==> src/rtl/cpu_pkg.sv <==
`default_nettype none
// ============================================================================
// Module      : cpu_pkg
// Description : Shared CPU definitions for the ALU sequencer: op codes,
//               flag-mask bit positions, sequencer states and the
//               op-to-flag-mask helper.
// Revision    : 1.0 - initial release
// ============================================================================
package cpu_pkg;

  // ALU micro-op codes; 12..15 are treated as NOP by the sequencer
  typedef enum logic [3:0] {
    OP_ADC = 4'd0,
    OP_SBC = 4'd1,
    OP_AND = 4'd2,
    OP_ORA = 4'd3,
    OP_EOR = 4'd4,
    OP_ASL = 4'd5,
    OP_LSR = 4'd6,
    OP_ROL = 4'd7,
    OP_ROR = 4'd8,
    OP_CMP = 4'd9,
    OP_INC = 4'd10,
    OP_DEC = 4'd11
  } alu_op_e;

  // Bit positions inside the {N,Z,C,V} flag mask
  localparam int FM_N = 3;
  localparam int FM_Z = 2;
  localparam int FM_C = 1;
  localparam int FM_V = 0;

  localparam logic [3:0] MASK_NZCV = 4'b1111;
  localparam logic [3:0] MASK_NZC  = 4'b1110;
  localparam logic [3:0] MASK_NZ   = 4'b1100;
  localparam logic [3:0] MASK_NONE = 4'b0000;

  typedef enum logic [1:0] {
    ST_IDLE  = 2'd0,
    ST_PASS0 = 2'd1,
    ST_PASS1 = 2'd2
  } seq_state_e;

  // Which status flags an op writes back
  function automatic logic [3:0] flag_mask_f(input logic [3:0] op);
    logic [3:0] m;
    case (op)
      OP_ADC, OP_SBC:                          m = MASK_NZCV;
      OP_AND, OP_ORA, OP_EOR, OP_INC, OP_DEC:  m = MASK_NZ;
      OP_ASL, OP_LSR, OP_ROL, OP_ROR, OP_CMP:  m = MASK_NZC;
      default:                                 m = MASK_NONE;
    endcase
    return m;
  endfunction

endpackage
`default_nettype wire

==> src/rtl/alu_sequencer_if.sv <==
`default_nettype none
// ============================================================================
// Module      : alu_sequencer_if
// Description : Request/response bundle between CPU decode and the ALU
//               sequencer. master = requester, slave = sequencer.
// Revision    : 1.0 - initial release
// ============================================================================
interface alu_sequencer_if;
  logic        req_valid;
  logic        req_ready;
  logic [3:0]  req_op;
  logic        req_wide;
  logic [15:0] req_a;
  logic [15:0] req_b;
  logic        req_carry;
  logic        done;
  logic [15:0] result;
  logic        flag_n;
  logic        flag_z;
  logic        flag_c;
  logic        flag_v;
  logic [3:0]  flag_mask;

  modport master (
    output req_valid, req_op, req_wide, req_a, req_b, req_carry,
    input  req_ready, done, result, flag_n, flag_z, flag_c, flag_v, flag_mask
  );

  modport slave (
    input  req_valid, req_op, req_wide, req_a, req_b, req_carry,
    output req_ready, done, result, flag_n, flag_z, flag_c, flag_v, flag_mask
  );
endinterface
`default_nettype wire

==> src/rtl/alu_sequencer_alu.sv <==
`default_nettype none
// ============================================================================
// Module      : alu
// Description : 8-bit combinational ALU datapath. One function enable at a
//               time; inv_en_i complements B ahead of the adder (subtract).
// Revision    : 1.0 - initial release
// ============================================================================
module alu (
  input  logic [7:0] a_i,
  input  logic [7:0] b_i,
  input  logic       carry_i,
  input  logic       sum_en_i,
  input  logic       inv_en_i,
  input  logic       and_en_i,
  input  logic       or_en_i,
  input  logic       eor_en_i,
  input  logic       sr_en_i,
  input  logic       ror_en_i,
  output logic [7:0] y_o,
  output logic       carry_o,
  output logic       overflow_o
);

  logic [7:0] b_eff;
  logic [8:0] sum;

  // Select the enabled function; idle enables give an all-zero output
  always_comb begin
    b_eff      = inv_en_i ? ~b_i : b_i;
    sum        = {1'b0, a_i} + {1'b0, b_eff} + {8'd0, carry_i};
    y_o        = 8'h00;
    carry_o    = 1'b0;
    overflow_o = 1'b0;
    if (sum_en_i) begin
      y_o        = sum[7:0];
      carry_o    = sum[8];
      overflow_o = (a_i[7] == b_eff[7]) && (sum[7] != a_i[7]);
    end else if (and_en_i) begin
      y_o = a_i & b_i;
    end else if (or_en_i) begin
      y_o = a_i | b_i;
    end else if (eor_en_i) begin
      y_o = a_i ^ b_i;
    end else if (sr_en_i) begin
      y_o     = {1'b0, a_i[7:1]};
      carry_o = a_i[0];
    end else if (ror_en_i) begin
      y_o     = {carry_i, a_i[7:1]};
      carry_o = a_i[0];
    end
  end

endmodule
`default_nettype wire

==> src/rtl/alu_sequencer.sv <==
`default_nettype none
// ============================================================================
// Module      : alu_sequencer
// Description : Multi-cycle controller around the 8-bit alu. Accepts one op
//               per handshake, runs one or two byte passes with chained
//               carry and returns a registered result, flags and flag mask.
// Revision    : 1.0 - initial release
// ============================================================================
module alu_sequencer
  import cpu_pkg::*;
#(
  parameter bit WIDE_EN = 1'b1
) (
  input  logic           clk,
  input  logic           reset,
  alu_sequencer_if.slave bus
);

  // Latched request and sequencing state
  seq_state_e  state_q;
  logic [3:0]  op_q;
  logic        wide_q;
  logic [15:0] a_q;
  logic [15:0] b_q;
  logic        carry_q;   // request C in PASS0, chained carry in PASS1
  logic [7:0]  first_q;   // byte produced by the first of two passes

  // Registered outputs
  logic        done_q;
  logic [15:0] result_q;
  logic        n_q, z_q, c_q, v_q;
  logic [3:0]  mask_q;

  // Pass steering
  logic        hi_first, sel_hi, second;
  logic [7:0]  a_byte, b_byte, alu_b, alu_y;
  logic        alu_cin, alu_cout, alu_ovf;
  logic        sum_en, inv_en, and_en, or_en, eor_en, sr_en, ror_en;

  // Final-pass results
  logic [15:0] res_d;
  logic [3:0]  mask_d;
  logic        n_d, z_d, c_d, v_d;
  logic        last_pass, is_nop;

  // Operand steering and enable decode for the current pass
  always_comb begin
    hi_first = wide_q && ((op_q == OP_LSR) || (op_q == OP_ROR));
    second   = (state_q == ST_PASS1);
    sel_hi   = second ? !hi_first : hi_first;
    a_byte   = sel_hi ? a_q[15:8] : a_q[7:0];
    b_byte   = sel_hi ? b_q[15:8] : b_q[7:0];
    alu_b    = 8'h00;
    alu_cin  = 1'b0;
    sum_en   = 1'b0;
    inv_en   = 1'b0;
    and_en   = 1'b0;
    or_en    = 1'b0;
    eor_en   = 1'b0;
    sr_en    = 1'b0;
    ror_en   = 1'b0;
    if (state_q != ST_IDLE) begin
      case (op_q)
        OP_ADC: begin alu_b = b_byte; alu_cin = carry_q; sum_en = 1'b1; end
        OP_SBC: begin alu_b = b_byte; alu_cin = carry_q; sum_en = 1'b1; inv_en = 1'b1; end
        OP_AND: begin alu_b = b_byte; and_en = 1'b1; end
        OP_ORA: begin alu_b = b_byte; or_en  = 1'b1; end
        OP_EOR: begin alu_b = b_byte; eor_en = 1'b1; end
        OP_ASL: begin alu_b = a_byte; alu_cin = second ? carry_q : 1'b0; sum_en = 1'b1; end
        OP_ROL: begin alu_b = a_byte; alu_cin = carry_q; sum_en = 1'b1; end
        // Wide LSR: the low byte picks up the high byte's shifted-out bit
        OP_LSR: begin
          alu_cin = carry_q;
          if (second) ror_en = 1'b1;
          else        sr_en  = 1'b1;
        end
        OP_ROR: begin alu_cin = carry_q; ror_en = 1'b1; end
        OP_CMP: begin alu_b = b_byte; alu_cin = second ? carry_q : 1'b1; sum_en = 1'b1; inv_en = 1'b1; end
        OP_INC: begin alu_b = 8'h00; alu_cin = second ? carry_q : 1'b1; sum_en = 1'b1; end
        OP_DEC: begin alu_b = 8'hFF; alu_cin = second ? carry_q : 1'b0; sum_en = 1'b1; end
        default: ;
      endcase
    end
  end

  alu u_alu (
    .a_i        (a_byte),
    .b_i        (alu_b),
    .carry_i    (alu_cin),
    .sum_en_i   (sum_en),
    .inv_en_i   (inv_en),
    .and_en_i   (and_en),
    .or_en_i    (or_en),
    .eor_en_i   (eor_en),
    .sr_en_i    (sr_en),
    .ror_en_i   (ror_en),
    .y_o        (alu_y),
    .carry_o    (alu_cout),
    .overflow_o (alu_ovf)
  );

  // Assemble the full result and masked flags for the final pass
  always_comb begin
    if (!wide_q)       res_d = {8'h00, alu_y};
    else if (hi_first) res_d = {first_q, alu_y};
    else               res_d = {alu_y, first_q};
    mask_d    = flag_mask_f(op_q);
    n_d       = mask_d[FM_N] & (wide_q ? res_d[15] : res_d[7]);
    z_d       = mask_d[FM_Z] & (res_d == 16'h0000);
    c_d       = mask_d[FM_C] & alu_cout;
    v_d       = mask_d[FM_V] & alu_ovf;
    last_pass = (state_q == ST_PASS1) || ((state_q == ST_PASS0) && !wide_q);
    is_nop    = (op_q >= 4'd12);
  end

  // Sequencer FSM with registered result, flags and done pulse
  always_ff @(posedge clk) begin
    if (reset) begin
      state_q  <= ST_IDLE;
      op_q     <= 4'd0;
      wide_q   <= 1'b0;
      a_q      <= 16'h0000;
      b_q      <= 16'h0000;
      carry_q  <= 1'b0;
      first_q  <= 8'h00;
      done_q   <= 1'b0;
      result_q <= 16'h0000;
      n_q      <= 1'b0;
      z_q      <= 1'b0;
      c_q      <= 1'b0;
      v_q      <= 1'b0;
      mask_q   <= MASK_NONE;
    end else begin
      done_q <= 1'b0;
      case (state_q)
        ST_IDLE: begin
          if (bus.req_valid) begin
            op_q    <= bus.req_op;
            wide_q  <= WIDE_EN & bus.req_wide;
            a_q     <= bus.req_a;
            b_q     <= bus.req_b;
            carry_q <= bus.req_carry;
            state_q <= ST_PASS0;
          end
        end
        ST_PASS0: begin
          if (wide_q) begin
            first_q <= alu_y;
            carry_q <= alu_cout;
            state_q <= ST_PASS1;
          end else begin
            state_q <= ST_IDLE;
          end
        end
        ST_PASS1: state_q <= ST_IDLE;
        default:  state_q <= ST_IDLE;
      endcase
      if (last_pass) begin
        done_q <= 1'b1;
        if (is_nop) begin
          mask_q <= MASK_NONE;
        end else begin
          mask_q <= mask_d;
          n_q    <= n_d;
          z_q    <= z_d;
          c_q    <= c_d;
          v_q    <= v_d;
          if (op_q != OP_CMP) result_q <= res_d;
        end
      end
    end
  end

  assign bus.req_ready = (state_q == ST_IDLE);
  assign bus.done      = done_q;
  assign bus.result    = result_q;
  assign bus.flag_n    = n_q;
  assign bus.flag_z    = z_q;
  assign bus.flag_c    = c_q;
  assign bus.flag_v    = v_q;
  assign bus.flag_mask = mask_q;

endmodule
`default_nettype wire

==> src/flat_wrapper.sv <==
// flat-port wrapper written by rule: the top's interface ports become plain ports
module alu_sequencer_flat import cpu_pkg::*;
#(
  parameter bit WIDE_EN = 1'b1
)
  (clk, reset, bus_req_valid, bus_req_op, bus_req_wide, bus_req_a, bus_req_b, bus_req_carry, bus_req_ready, bus_done, bus_result, bus_flag_n, bus_flag_z, bus_flag_c, bus_flag_v, bus_flag_mask);
  alu_sequencer_if bus_i ();
  input  logic clk;
  input  logic reset;
  input wire logic [$bits(bus_i.req_valid)-1:0] bus_req_valid;
  input wire logic [$bits(bus_i.req_op)-1:0] bus_req_op;
  input wire logic [$bits(bus_i.req_wide)-1:0] bus_req_wide;
  input wire logic [$bits(bus_i.req_a)-1:0] bus_req_a;
  input wire logic [$bits(bus_i.req_b)-1:0] bus_req_b;
  input wire logic [$bits(bus_i.req_carry)-1:0] bus_req_carry;
  output wire logic [$bits(bus_i.req_ready)-1:0] bus_req_ready;
  output wire logic [$bits(bus_i.done)-1:0] bus_done;
  output wire logic [$bits(bus_i.result)-1:0] bus_result;
  output wire logic [$bits(bus_i.flag_n)-1:0] bus_flag_n;
  output wire logic [$bits(bus_i.flag_z)-1:0] bus_flag_z;
  output wire logic [$bits(bus_i.flag_c)-1:0] bus_flag_c;
  output wire logic [$bits(bus_i.flag_v)-1:0] bus_flag_v;
  output wire logic [$bits(bus_i.flag_mask)-1:0] bus_flag_mask;
  assign bus_i.req_valid = bus_req_valid;
  assign bus_i.req_op = bus_req_op;
  assign bus_i.req_wide = bus_req_wide;
  assign bus_i.req_a = bus_req_a;
  assign bus_i.req_b = bus_req_b;
  assign bus_i.req_carry = bus_req_carry;
  assign bus_req_ready = bus_i.req_ready;
  assign bus_done = bus_i.done;
  assign bus_result = bus_i.result;
  assign bus_flag_n = bus_i.flag_n;
  assign bus_flag_z = bus_i.flag_z;
  assign bus_flag_c = bus_i.flag_c;
  assign bus_flag_v = bus_i.flag_v;
  assign bus_flag_mask = bus_i.flag_mask;
  alu_sequencer #(.WIDE_EN(WIDE_EN)) u_core (.clk(clk), .reset(reset), .bus(bus_i));
endmodule
==> config.mk <==
export PLATFORM = sky130hd
export DESIGN_NAME = alu_sequencer_flat
export DESIGN_NICKNAME = d
export VERILOG_FILES = /design/src/rtl/cpu_pkg.sv /design/src/rtl/alu_sequencer_if.sv /design/src/rtl/alu_sequencer_alu.sv /design/src/rtl/alu_sequencer.sv /design/src/flat_wrapper.sv
export SDC_FILE = /design/constraint.sdc
export NUM_CORES = 1
export LEC_CHECK = 0
export ABC_AREA = 1
export BUFFER_PORTS_ARGS = -buffer_cell sky130_fd_sc_hd__buf_4
export CORE_ASPECT_RATIO = 1.5
export CORE_MARGIN = 2
export CORE_UTILIZATION = 55
export CTS_BUF_LIST = sky130_fd_sc_hd__clkbuf_4 sky130_fd_sc_hd__clkbuf_8 sky130_fd_sc_hd__clkbuf_16
export CTS_CLUSTER_SIZE = 28
export DETAILED_ROUTE_END_ITERATION = 16
export GPL_TIMING_DRIVEN = 0
export PLACE_DENSITY_LB_ADDON = 0.12
export REMOVE_ABC_BUFFERS = 1
export SYNTH_ARGS = -nofsm -noshare
export SYNTH_HDL_FRONTEND = slang
export SYNTH_SLANG_ARGS = --single-unit
==> constraint.sdc <==
create_clock -name clk -period 8.02 [get_ports clk]
set_input_delay 0.401 -clock clk [delete_from_list [all_inputs] [get_ports clk]]
set_output_delay 0.401 -clock clk [all_outputs]
set_load 0.005 [all_outputs]
# --- After elaboration in Yosys (flattened, before gate mapping) ---
# Memories as Yosys holds them, arrays and structs flattened. A register that Yosys moved wholly into a read port is not among the register bits.
# Index checks and enable logic that the tools add are counted.
# Widths: inputs -> output; s select.
word_totals:
  n_memories: 1
  wordCells: 121
  reg_bits: 73
  rom_bits: 64
  inputBits: 41
  ram_bits: 0
  out_inout_bits: 26
  latchBits: 0
classes:
  n_reduce_logical: 24
  muxes: 52
  div_mod_pow: 0
  multipliers: 0
  n_shift: 0
  eq_ne: 18
  magnitude_cmp: 1
  n_addsub: 2
  n_bitwise: 9
memory_table:
  columns: ["name", "words", "width", "rd", "rd_ports_with_merged_regs", "write_ports", "line", "text"]
  rows:
  - ["(no name shown)", 16, 4, 1, 1, 0, "cpu_pkg.sv:47", "case (op)"]
ops:
  columns: ["operator", "count"]
  rows:
  - ["$mux 8", 10]
  - ["$mux 16", 2]
  - ["$mux 1", 30]
  - ["$pmux 8 s3", 1]
  - ["$eq 4x3->1 const B", 4]
  - ["$eq 4x4->1 const B", 4]
  - ["$logic_not 16->1", 1]
  - ["$mux 4", 3]
  - ["$add 8x8->9", 1]
  - ["$add 9x1->9", 1]
  - ["$and 8x8->8", 1]
  - ["$eq 4x2->1 const B", 2]
  - ["$not 8->8", 1]
  - ["$or 8x8->8", 1]
  - ["$reduce_or 2->1", 4]
  - ["$xor 8x8->8", 1]
  - ["$reduce_or 7->1", 1]
  - ["$reduce_and 2->1", 3]
  - ["$reduce_and 3->1", 2]
  - ["$reduce_or 6->1", 1]
  - ["$reduce_or 5->1", 1]
  - ["$and 1x1->1", 4]
  - ["$eq 4x1->1 const B", 1]
  - ["$ge 4x4->1 const B", 1]
  - ["18 further kinds", 25]

# --- Depth between registers and ports, before layout ---
# Gate-level depths: netlist (run 1).
logic_depth:
  ltp_word: 17
  depth_mapped: 31
  ltp_nobuf: 30

# --- Modules after synthesis ---
# From an unflattened synthesis (run 1), not the netlist that was laid out.
unflattened:
  hier_cells: 710
  area_unflattened_um2: 4740.8
modules_own_cells:
  columns: ["module", "cells_per_inst", "instances", "seq_area_each_um2", "area_per_inst_um2"]
  rows:
  - ["alu_sequencer", 503, 1, 1501.4, 3553.4]
  - ["alu", 207, 1, 0.0, 1187.4]

# --- Worst setup path before layout (run 1) ---
# No wires, ideal clock.
synth_timing:
  kind: "reg2reg"
  start: "register u_core.op_q[1]"
  end: "register u_core.z_q (netlist: u_core.bus.flag_z)"
  t_arrival_ns: 3.607
  period_less_slack_ns: 3.674
  path_stages_with_launch: 31
  n_path_buf: 1
  t_required_ns: 7.953
  slack_ns: 4.346
  setup_ns: 0.067
  cell_sequence: "dfxtp_1 -> inv_1 -> nor2_1 -> nand2_4 -> nand2_8 -> nand2_8 -> nand2_4 -> nand2_2 -> buf_2 -> o21ai_2 -> inv_2 -> o221ai_1 -> nand2_1 -> xor2_1 -> fa_1 -> inv_1 -> fa_1 -> nand4_1 -> nand3_1 -> nand2_1 -> inv_1 -> nor2_1 -> o21ai_0 -> nand2_1 -> nand2_1 -> nand2_1 -> nor2_1 -> nand2_1 -> nor2_1 -> nand3_1 -> a21oi_2"
synth_via:
  elab_chain_cells: 17
  word_cells_on_any_way: 63
  classes_between: "2 x add/sub; 1 x order compare; 11 x eq/ne; 30 x mux; 6 x bitwise; 13 x reduce/logical"
synth_rtl:
  columns: ["element", "line", "text"]
  rows:
  - ["start, declared", "alu_sequencer.sv:21", "logic [3:0] op_q;"]
  - ["start signal, assigned", "alu_sequencer.sv:138", "op_q <= bus.req_op;"]
  - ["$eq 4x3->1 or $eq 4x4->1 (tied branches)", "alu_sequencer.sv:48, alu_sequencer.sv:63", null]
  - ["$logic_or 1x1->1", "alu_sequencer.sv:48", "hi_first = wide_q && ((op_q == OP_LSR) || (op_q == OP_ROR));"]
  - ["$logic_and 1x1->1", "alu_sequencer.sv:48", null]
  - ["$logic_not 1->1", "alu_sequencer.sv:50", "sel_hi = second ? !hi_first : hi_first;"]
  - ["$mux 1", "alu_sequencer.sv:50", null]
  - ["$mux 8 (on tied branches)", "alu_sequencer.sv:52, alu_sequencer.sv:51", null]
  - ["$pmux 8 s3", "alu_sequencer.sv:63", "case (op_q)"]
  - ["$mux 8", "alu_sequencer.sv:62", "if (state_q != ST_IDLE) begin"]
  - ["$not 8->8 or $xor 8x8->8 (tied branches)", "alu_sequencer_alu.sv:29, alu_sequencer_alu.sv:43", null]
  - ["$mux 8 (on tied branches)", "alu_sequencer_alu.sv:29, alu_sequencer_alu.sv:42", null]
  - ["$add 8x8->9 or $mux 8 (tied branches)", "alu_sequencer_alu.sv:30, alu_sequencer_alu.sv:40", null]
  - ["$add 9x1->9 or $mux 8 (tied branches)", "alu_sequencer_alu.sv:30, alu_sequencer_alu.sv:38", null]
  - ["$mux 8", "alu_sequencer_alu.sv:34", "if (sum_en_i) begin"]
  - ["$mux 16", "alu_sequencer.sv:105", "else if (hi_first) res_d = {first_q, alu_y};"]
  - ["$mux 16", "alu_sequencer.sv:104", "if (!wide_q) res_d = {8'h00, alu_y};"]
  - ["$logic_not 16->1", "alu_sequencer.sv:109", "z_d = mask_d[FM_Z] & (res_d == 16'h0000);"]
  - ["$and 1x1->1", "alu_sequencer.sv:109", null]
  - ["end signal, assigned", "alu_sequencer.sv:165", "z_q <= z_d;"]
  - ["end, declared", "alu_sequencer.sv:31", "logic n_q, z_q, c_q, v_q;"]
# Several ways; a longest one is shown, not always the timed one.
# A chain may end at the register's enable or synchronous reset.

# --- Worst setup path in the final report (run 1) ---
# Ends and elaborated chain as after synthesis.

==> impl_summary.log, run 1 <==
INFO  metric outcome = completed
INFO  metric antenna_cells = 0
INFO  metric area_of_the_mapped_netlist = 4483 µm²
INFO  metric hold_path.class = input pin to flop
INFO  metric rows = 40
INFO  metric finalSetupViolCount = 0
INFO  metric final_worst_slack = 3.540 ns
INFO  metric post_cts_setup_buffer_count = 0
INFO  metric cts_hold_repair.buffers = 0
INFO  metric hpwl = 8.224 mm
INFO  metric power.combinational.fraction = between 20% and 30%
INFO  metric start_util = 56.34%
INFO  metric yosysWarningCount = 0
INFO  metric ctsResizeCount = 0
INFO  metric worstSetupEndpointType = flop
INFO  metric via_per_inst = 5.266
INFO  metric dpl-instance-area = 5017 µm²
INFO  metric via_count = 4355
INFO  metric layout_min_cycle_time = around 4.5 ns
INFO  metric wire_length_of_the_first_global_routing_pass = 17.94 mm
INFO  metric detailedRoute.firstIterationViolations = about 230
INFO  metric clock_insertion_delay_worst_skew = around 0.33 ns
INFO  metric synth_top_family_by_area = simple AND/OR/NAND/NOR gates
INFO  metric number_of_global_route_vias_before_repair = 3923
INFO  metric ios = 67
INFO  metric netSwitchingPower = 0.2847 mW
INFO  metric horizontal_extent_of_the_die = 77.72 µm
INFO  metric fin_crit_sh = 55.86%
INFO  metric power.sequential.fraction = 41.6%
INFO  metric crit_top_cell = nand2_1
INFO  metric critical_path.slowest_cell = dfxtp_1
INFO  metric totalNegativeSetupSlack = 0 ns
INFO  metric synth.area.mux_share = 0%
INFO  metric clockPowerShare = 38.4%
INFO  metric die_area = around 8900 µm²
INFO  metric worst_slew_pin_slew = approximately 0.9 ns
INFO  metric detailedPlace.worstSlack = 3.585 ns
INFO  metric clkTransAtPathRegs = approximately 0.060 ns
INFO  metric gr-total-overflow = 0
INFO  metric powerDensity = 187.2 nW/µm²
INFO  metric synth_fa_ha_area_share = ~7.3%
INFO  metric required = 8.29 ns
INFO  metric die_height = 114.6 µm
INFO  metric postSynthCellCount = 662
INFO  metric initial_antenna_violation_count = 0
INFO  metric count_of_distinct_cell_types_in_the_synthesized_netlist = 39
INFO  metric criticalPathCategory = flop to flop
INFO  metric timing.critical_path.fanout_max = 14
INFO  metric route.antenna.remaining_nets = 0
INFO  metric worst_slew_margin_rel = 39.76%
INFO  metric clock-root-buffer = clkbuf_16
INFO  metric fin_util = 67.01%
INFO  metric power.total = 0.9980 mW
INFO  metric route.detailed.drc = 0
INFO  metric global_route_total_usage_across_every_layer = 25.29%
INFO  metric cpPeakStageDelay = 0.44 ns
INFO  metric non_filler_cells_in_the_finished_layout = between 800 and 900
INFO  metric finalMaxSlewViolations = 0
INFO  metric area.growth.synth_to_final = 18.95%
INFO  metric unrepaired_setup_endpoints_after_global_routing = false
INFO  metric finalHoldWorstSlack = 0.3160 ns
INFO  metric timing.clock.skew = 0.004709 ns
INFO  metric internal-power = 0.7134 mW
INFO  metric route.detailed.wl_per_inst = between 10 and 15 µm
INFO  metric routabilityCongestion = roughly 0.9
INFO  metric synth_xor_area_share = 1.758%
INFO  metric post-place-cells = 810
INFO  metric core = 7958 µm²
INFO  metric worstPathArrival = 4.75 ns
INFO  metric synth_seq_area_share = about a third
INFO  metric net_total_in_the_final_layout = 783
INFO  metric cts.sink_count = 75
INFO  metric hold_viol_final = 0
INFO  metric detail_route.first_pass.iterations = 4
INFO  metric cts.htree.levels = 3
INFO  metric cap_violations = 0
INFO  metric startpoint_type = flop
INFO  metric drive_above_1_share = 16.20%
INFO  metric switching_share_of_power = 28.52%
INFO  metric synthSimpleGateAreaFrac = 28.27%
INFO  metric clockBufferDepth = 2
INFO  metric grt_start_max_net_pins = 58
INFO  metric cellLeakagePower = 2.737 nW
INFO  metric postSynthAreaPerCell = a little under 7 µm²
INFO  metric portBuffers = 66
INFO  metric ys_seq_elements = 75
INFO  metric clock_tree_from_tritoncts = yes
INFO  metric wirelength = roughly 11 mm
INFO  metric final_instance_area = 5333 µm²
INFO  metric tritoncts.num_buffers = 9
INFO  metric ir_drop = 0.0001253 V
INFO  metric fmax = 223.2 MHz
INFO  metric synth-compound-area-share = between 10% and 20%
## sequential cells by signal, summed over array words and instances (netlist names)
| register | cells |
|---|---|
| u_core.state_q | 2 |
| u_core.carry_q | 1 |
| u_core.bus.flag_c | 1 |
| u_core.bus.flag_v | 1 |
| u_core.first_q | 8 |
| u_core.b_q | 16 |
| u_core.mask_d | 3 |
| u_core.bus.flag_n | 1 |
| u_core.op_q | 4 |
| u_core.a_q | 16 |
| u_core.bus.flag_z | 1 |
| u_core.bus.result | 16 |
| u_core.bus.flag_mask | 3 |
| u_core.wide_q | 1 |
| u_core.bus.done | 1 |
## cell type report
| type | instances | area [µm²] |
|---|---|---|
| Clock inverter | 2 | 10.01 |
| Fill cell | 748 | 2625 |
| Tap cell | 105 | 131.4 |
| Timing Repair Buffer | 67 | 523.0 |
| Sequential cell | 75 | 1501 |
| Inverter | 87 | 326.6 |
| Multi-Input combinational cell | 477 | 2565 |
| Clock buffer | 14 | 275.3 |
## metal layers
metal	track usage, %	vias to the layer above	share of wire, %
met3	3.155	30	3.5
li1	-	2273	-
met4	15.00	0	4.1
met5	0	-	0
met1	28.75	1949	42
met2	44.83	103	51
## synthesized netlist by cell type
| cell | instances | area, µm² |
|---|---|---|
| nand2_1 | 121 | 454.2 |
| nor2_1 | 85 | 319.1 |
| inv_1 | 81 | 304.0 |
| dfxtp_1 | 75 | 1501 |
| o21ai_0 | 69 | 345.3 |
| a21oi_1 | 65 | 325.3 |
| nand3_1 | 39 | 195.2 |
| ha_1 | 23 | 287.8 |
| clkbuf_1 | 18 | 67.56 |
| o221ai_1 | 8 | 70.07 |
| o211ai_1 | 7 | 52.55 |
| o22ai_1 | 7 | 43.79 |
| xnor2_1 | 7 | 61.31 |
| nand2_2 | 6 | 37.54 |
| inv_2 | 5 | 18.77 |
| nand2_4 | 5 | 56.30 |
| or2_2 | 5 | 31.28 |
| nand4_1 | 4 | 25.02 |
| nor3_1 | 3 | 15.01 |
| a31oi_1 | 2 | 12.51 |
| buf_1 | 2 | 7.510 |
| buf_2 | 2 | 10.01 |
| fa_1 | 2 | 40.04 |
| nand2_8 | 2 | 40.04 |
| nand3b_1 | 2 | 15.01 |
| nor2_2 | 2 | 12.51 |
| nor2_4 | 2 | 22.52 |
| xor2_1 | 2 | 17.52 |
| a21oi_2 | 1 | 8.760 |
| a31o_2 | 1 | 8.760 |
| and3_1 | 1 | 6.260 |
| buf_4 | 1 | 7.510 |
| clkinv_1 | 1 | 3.750 |
| nand3_2 | 1 | 10.01 |
| nand3_4 | 1 | 17.52 |
| nor3_2 | 1 | 10.01 |
| o21ai_1 | 1 | 5.000 |
| o21ai_2 | 1 | 8.760 |
| o21bai_1 | 1 | 7.510 |
## worst max-delay path, delay by kind of cell, from the launching register on
kind            cells  cell delay [ns]
buf+inv             4             0.38
flops               1             0.44
compound gates      4             0.70
fa+ha+maj           2             0.68
simple gates       18             2.02
xor+xnor            1             0.19
## cell families (layout without fill, tap and decap cells)
logic type,Yosys count,count (layout)
flip-flops,75,75
adder cells (fa/ha/maj),25,25
XOR/XNOR,9,9
buffers and inverters,110,170
AO/OA/AOI/OAI,163,163
AND/OR/NAND/NOR,280,280
## path summary, 6_finish.rpt
kind	start	endpoint	slack (ns)	cells past startpoint
worst max register to register	u_core.op_q[1]	u_core.bus.flag_z	3.54	29
worst min register to register	u_core.a_q[7]	u_core.a_q[7]	0.45	2
worst max-delay path	u_core.op_q[1]	u_core.bus.flag_z	3.54	29
worst min-delay path	bus_req_b[3]	u_core.b_q[3]	0.32	3
## power by group through the flow
stage | clock (mW) | sequential [mW] | combinational (mW)
after global placement | 0 | 0.422 | 0.192
final | 0.384 | 0.415 | 0.199
after global routing | 0.403 | 0.418 | 0.228
after floorplan | 0 | 0.421 | 0.132
after detailed placement | 0 | 0.423 | 0.197
after CTS | 0.390 | 0.415 | 0.198
## cells in the final DEF, fill, tap and decap left out, types with 7 or more instances in the layout
| cell | Yosys | layout |
|---|---|---|
| a21oi_1 | 65 | 65 |
| buf_4 | 1 | 66 |
| clkbuf_16 | 0 | 9 |
| dfxtp_1 | 75 | 75 |
| ha_1 | 23 | 23 |
| inv_1 | 81 | 81 |
| nand2_1 | 121 | 120 |
| nand2_2 | 6 | 7 |
| nand3_1 | 39 | 39 |
| nor2_1 | 85 | 85 |
| o211ai_1 | 7 | 7 |
| o21ai_0 | 69 | 69 |
| o221ai_1 | 8 | 8 |
| o22ai_1 | 7 | 7 |
| xnor2_1 | 7 | 7 |
Power figures use the tool's default switching activity.
==> inputs of run 2 (changes only) <==
==> constraint.sdc (replaced) <==
create_clock -name clk -period 4.6 [get_ports clk]
set_input_delay 0.23 -clock clk [delete_from_list [all_inputs] [get_ports clk]]
set_output_delay 0.23 -clock clk [all_outputs]
set_load 0.005 [all_outputs]
==> impl_summary.log, run 2 (same netlist as run 1, synthesis figures left out) <==
INFO  metric outcome = completed (unchanged)
INFO  metric cap_violations = 0 (unchanged)
INFO  metric via_count = 4354 (was 4355)
INFO  metric initial_antenna_violation_count = 0 (unchanged)
INFO  metric r2r_setup_slack = 0.41 ns (was 3.54 ns)
INFO  metric cts.sink_count = 75 (unchanged)
INFO  metric layout_common_cells = nand2_1 (120), nor2_1 (83), inv_1 (81) (was nand2_1 (120), nor2_1 (85), inv_1 (81))
INFO  metric ir_drop = 0.0002185 V (was 0.0001253 V)
INFO  metric hold_path.class = input pin to flop (unchanged)
INFO  metric start_util = 56.34% (unchanged)
INFO  metric global_route_total_usage_across_every_layer = 25.29% (unchanged)
INFO  metric clock_insertion_delay_worst_skew = 0.33 ns (about the same)
INFO  metric finalMaxSlewViolations = 0 (unchanged)
INFO  metric cellLeakagePower = 2.738 nW (was 2.737 nW)
INFO  metric wirelength = 10.82 mm (was 10.83 mm)
INFO  metric cts.htree.levels = 3 (unchanged)
INFO  metric unrepaired_setup_endpoints_after_global_routing = false (unchanged)
INFO  metric area.growth.synth_to_final = 19.56% (was 18.95%)
INFO  metric portBuffers = 66 (unchanged)
INFO  metric fmax = 238.6 MHz (was 223.2 MHz)
INFO  metric rows = 40 (unchanged)
INFO  metric worstPathArrival = 4.46 ns (was 4.75 ns)
INFO  metric die_height = 114.6 µm (unchanged)
INFO  metric critical_path.slowest_cell = fa_1 (was dfxtp_1)
INFO  metric route.antenna.remaining_nets = 0 (unchanged)
INFO  metric hpwl = 8.224 mm (unchanged)
INFO  metric grt_start_max_net_pins = 58 (unchanged)
INFO  metric totalNegativeSetupSlack = 0 ns (unchanged)
INFO  metric finalSetupViolCount = 0 (unchanged)
INFO  metric clock-root-buffer = clkbuf_16 (unchanged)
INFO  metric startpoint_type = flop (unchanged)
INFO  metric tritoncts.num_buffers = 9 (unchanged)
INFO  metric cpPeakStageDelay = 0.43 ns (was 0.44 ns)
INFO  metric timing.critical_path.fanout_max = 14 (unchanged)
INFO  metric via_per_inst = 5.265 (was 5.266)
INFO  metric cts_hold_repair.buffers = 0 (unchanged)
INFO  metric power.total = 1.743 mW (was 0.9980 mW)
INFO  metric worst_slew_pin_slew = 0.8777 ns (was 0.9036 ns)
INFO  metric ios = 67 (unchanged)
INFO  metric worstSetupEndpointType = flop (unchanged)
INFO  metric clockBufferDepth = 2 (unchanged)
INFO  metric horizontal_extent_of_the_die = 77.72 µm (unchanged)
INFO  metric crit_top_cell = nand2_1 (unchanged)
INFO  metric drive_above_1_share = 17.17% (was 16.20%)
INFO  metric detailedPlace.worstSlack = 0.1649 ns (was 3.585 ns)
INFO  metric gr-total-overflow = 0 (unchanged)
INFO  metric criticalPathCategory = flop to flop (unchanged)
INFO  metric required = 4.87 ns (was 8.29 ns)
INFO  metric antenna_cells = 0 (unchanged)
INFO  metric detail_route.first_pass.iterations = 4 (unchanged)
INFO  metric timing.clock.skew = 0.004809 ns (was 0.004709 ns)
INFO  metric worst_slew_margin_rel = 41.49% (was 39.76%)
INFO  metric net_total_in_the_final_layout = 783 (unchanged)
INFO  metric detailedRoute.firstIterationViolations = 269 (was 234)
INFO  metric fill_cells = 744 (was 748)
INFO  metric powerDensity = 325.2 nW/µm² (was 187.2 nW/µm²)
INFO  metric number_of_global_route_vias_before_repair = 3923 (unchanged)
INFO  metric clkTransAtPathRegs = 0.06 ns (about the same)
INFO  metric wire_length_of_the_first_global_routing_pass = 17.94 mm (unchanged)
INFO  metric clock_tree_from_tritoncts = yes (unchanged)
INFO  metric fin_crit_sh = 91.11% (was 55.86%)
INFO  metric layout_min_cycle_time = 4.191 ns (was 4.480 ns)
INFO  metric route.detailed.drc = 0 (unchanged)
INFO  metric route.detailed.wl_per_inst = 13.09 µm (was 13.10 µm)
INFO  metric core = 7958 µm² (unchanged)
INFO  metric final_worst_slack = 0.4091 ns (was 3.540 ns)
INFO  metric ctsResizeCount = 0 (unchanged)
INFO  metric hold_viol_final = 0 (unchanged)
INFO  metric post_cts_setup_buffer_count = 0 (unchanged)
INFO  metric die_area = 8904 µm² (unchanged)
INFO  metric final_common_cell = nand2_1 (unchanged)
INFO  metric routabilityCongestion = 0.9206 (unchanged)
## run 2: stage by stage
stage | utilization, % | instance area, µm² | std cells | hold WS, ns
3_5_place_dp | 63.05 | 5017 | 810 | 0.4521
2_1_floorplan | - | 4390 | 639 | 0.2924
4_1_cts | 66.64 | 5303 | 826 | 0.1394
5_1_grt | 67.36 | 5360 | 827 | 0.1623
6_report | 67.36 | 5360 | 827 | 0.1455
3_3_place_gp | 63.05 | 5017 | 810 | 0.4445
## run 2: final cells by class
cell class	instances	area (µm²)	area share, %
Tap cell	105	131.4	2.451
Sequential cell	75	1505	28.08
Clock inverter	2	10.01	0.1867
Timing Repair Buffer	67	523.0	9.757
Inverter	87	326.6	6.092
Multi-Input combinational cell	477	2589	48.30
Clock buffer	14	275.3	5.135
## run 2: final timing paths
kind             startpoint                end  depth (start not counted)
max          u_core.op_q[1]  u_core.bus.flag_z                         29
min            bus_req_b[3]      u_core.b_q[3]                          3
min reg2reg   u_core.a_q[7]      u_core.a_q[7]                          2
max reg2reg  u_core.op_q[1]  u_core.bus.flag_z                         29
## run 2: routing by layer
metal  global-route usage [%]  part of all wire, %  vias to the layer above
met1                    28.75                   42                     1950
li1                         -                    -                     2275
met2                    44.83                   51                       99
met4                    15.00                  4.1                        0
met3                    3.155                  3.3                       30
met5                        0                    0                        -
## run 2: report_power, final
| group | leakage, nW | switching, mW | internal [mW] |
|---|---|---|---|
| combinational | 1.97 | 0.214 | 0.137 |
| sequential | 0.618 | 0.0264 | 0.698 |
| clock | 0.147 | 0.257 | 0.411 |
## run 2: worst max-delay path: cells and delay by family (launching register included)
| kind | cells | cell delay [ns] |
|---|---|---|
| AOI/OAI and AO/OA | 4 | 0.61 |
| xor gates and xnor gates | 1 | 0.19 |
| adders and majority gates | 2 | 0.67 |
| buffers and inverters | 4 | 0.37 |
| DFF | 1 | 0.40 |
| and+or+nand+nor | 18 | 1.90 |
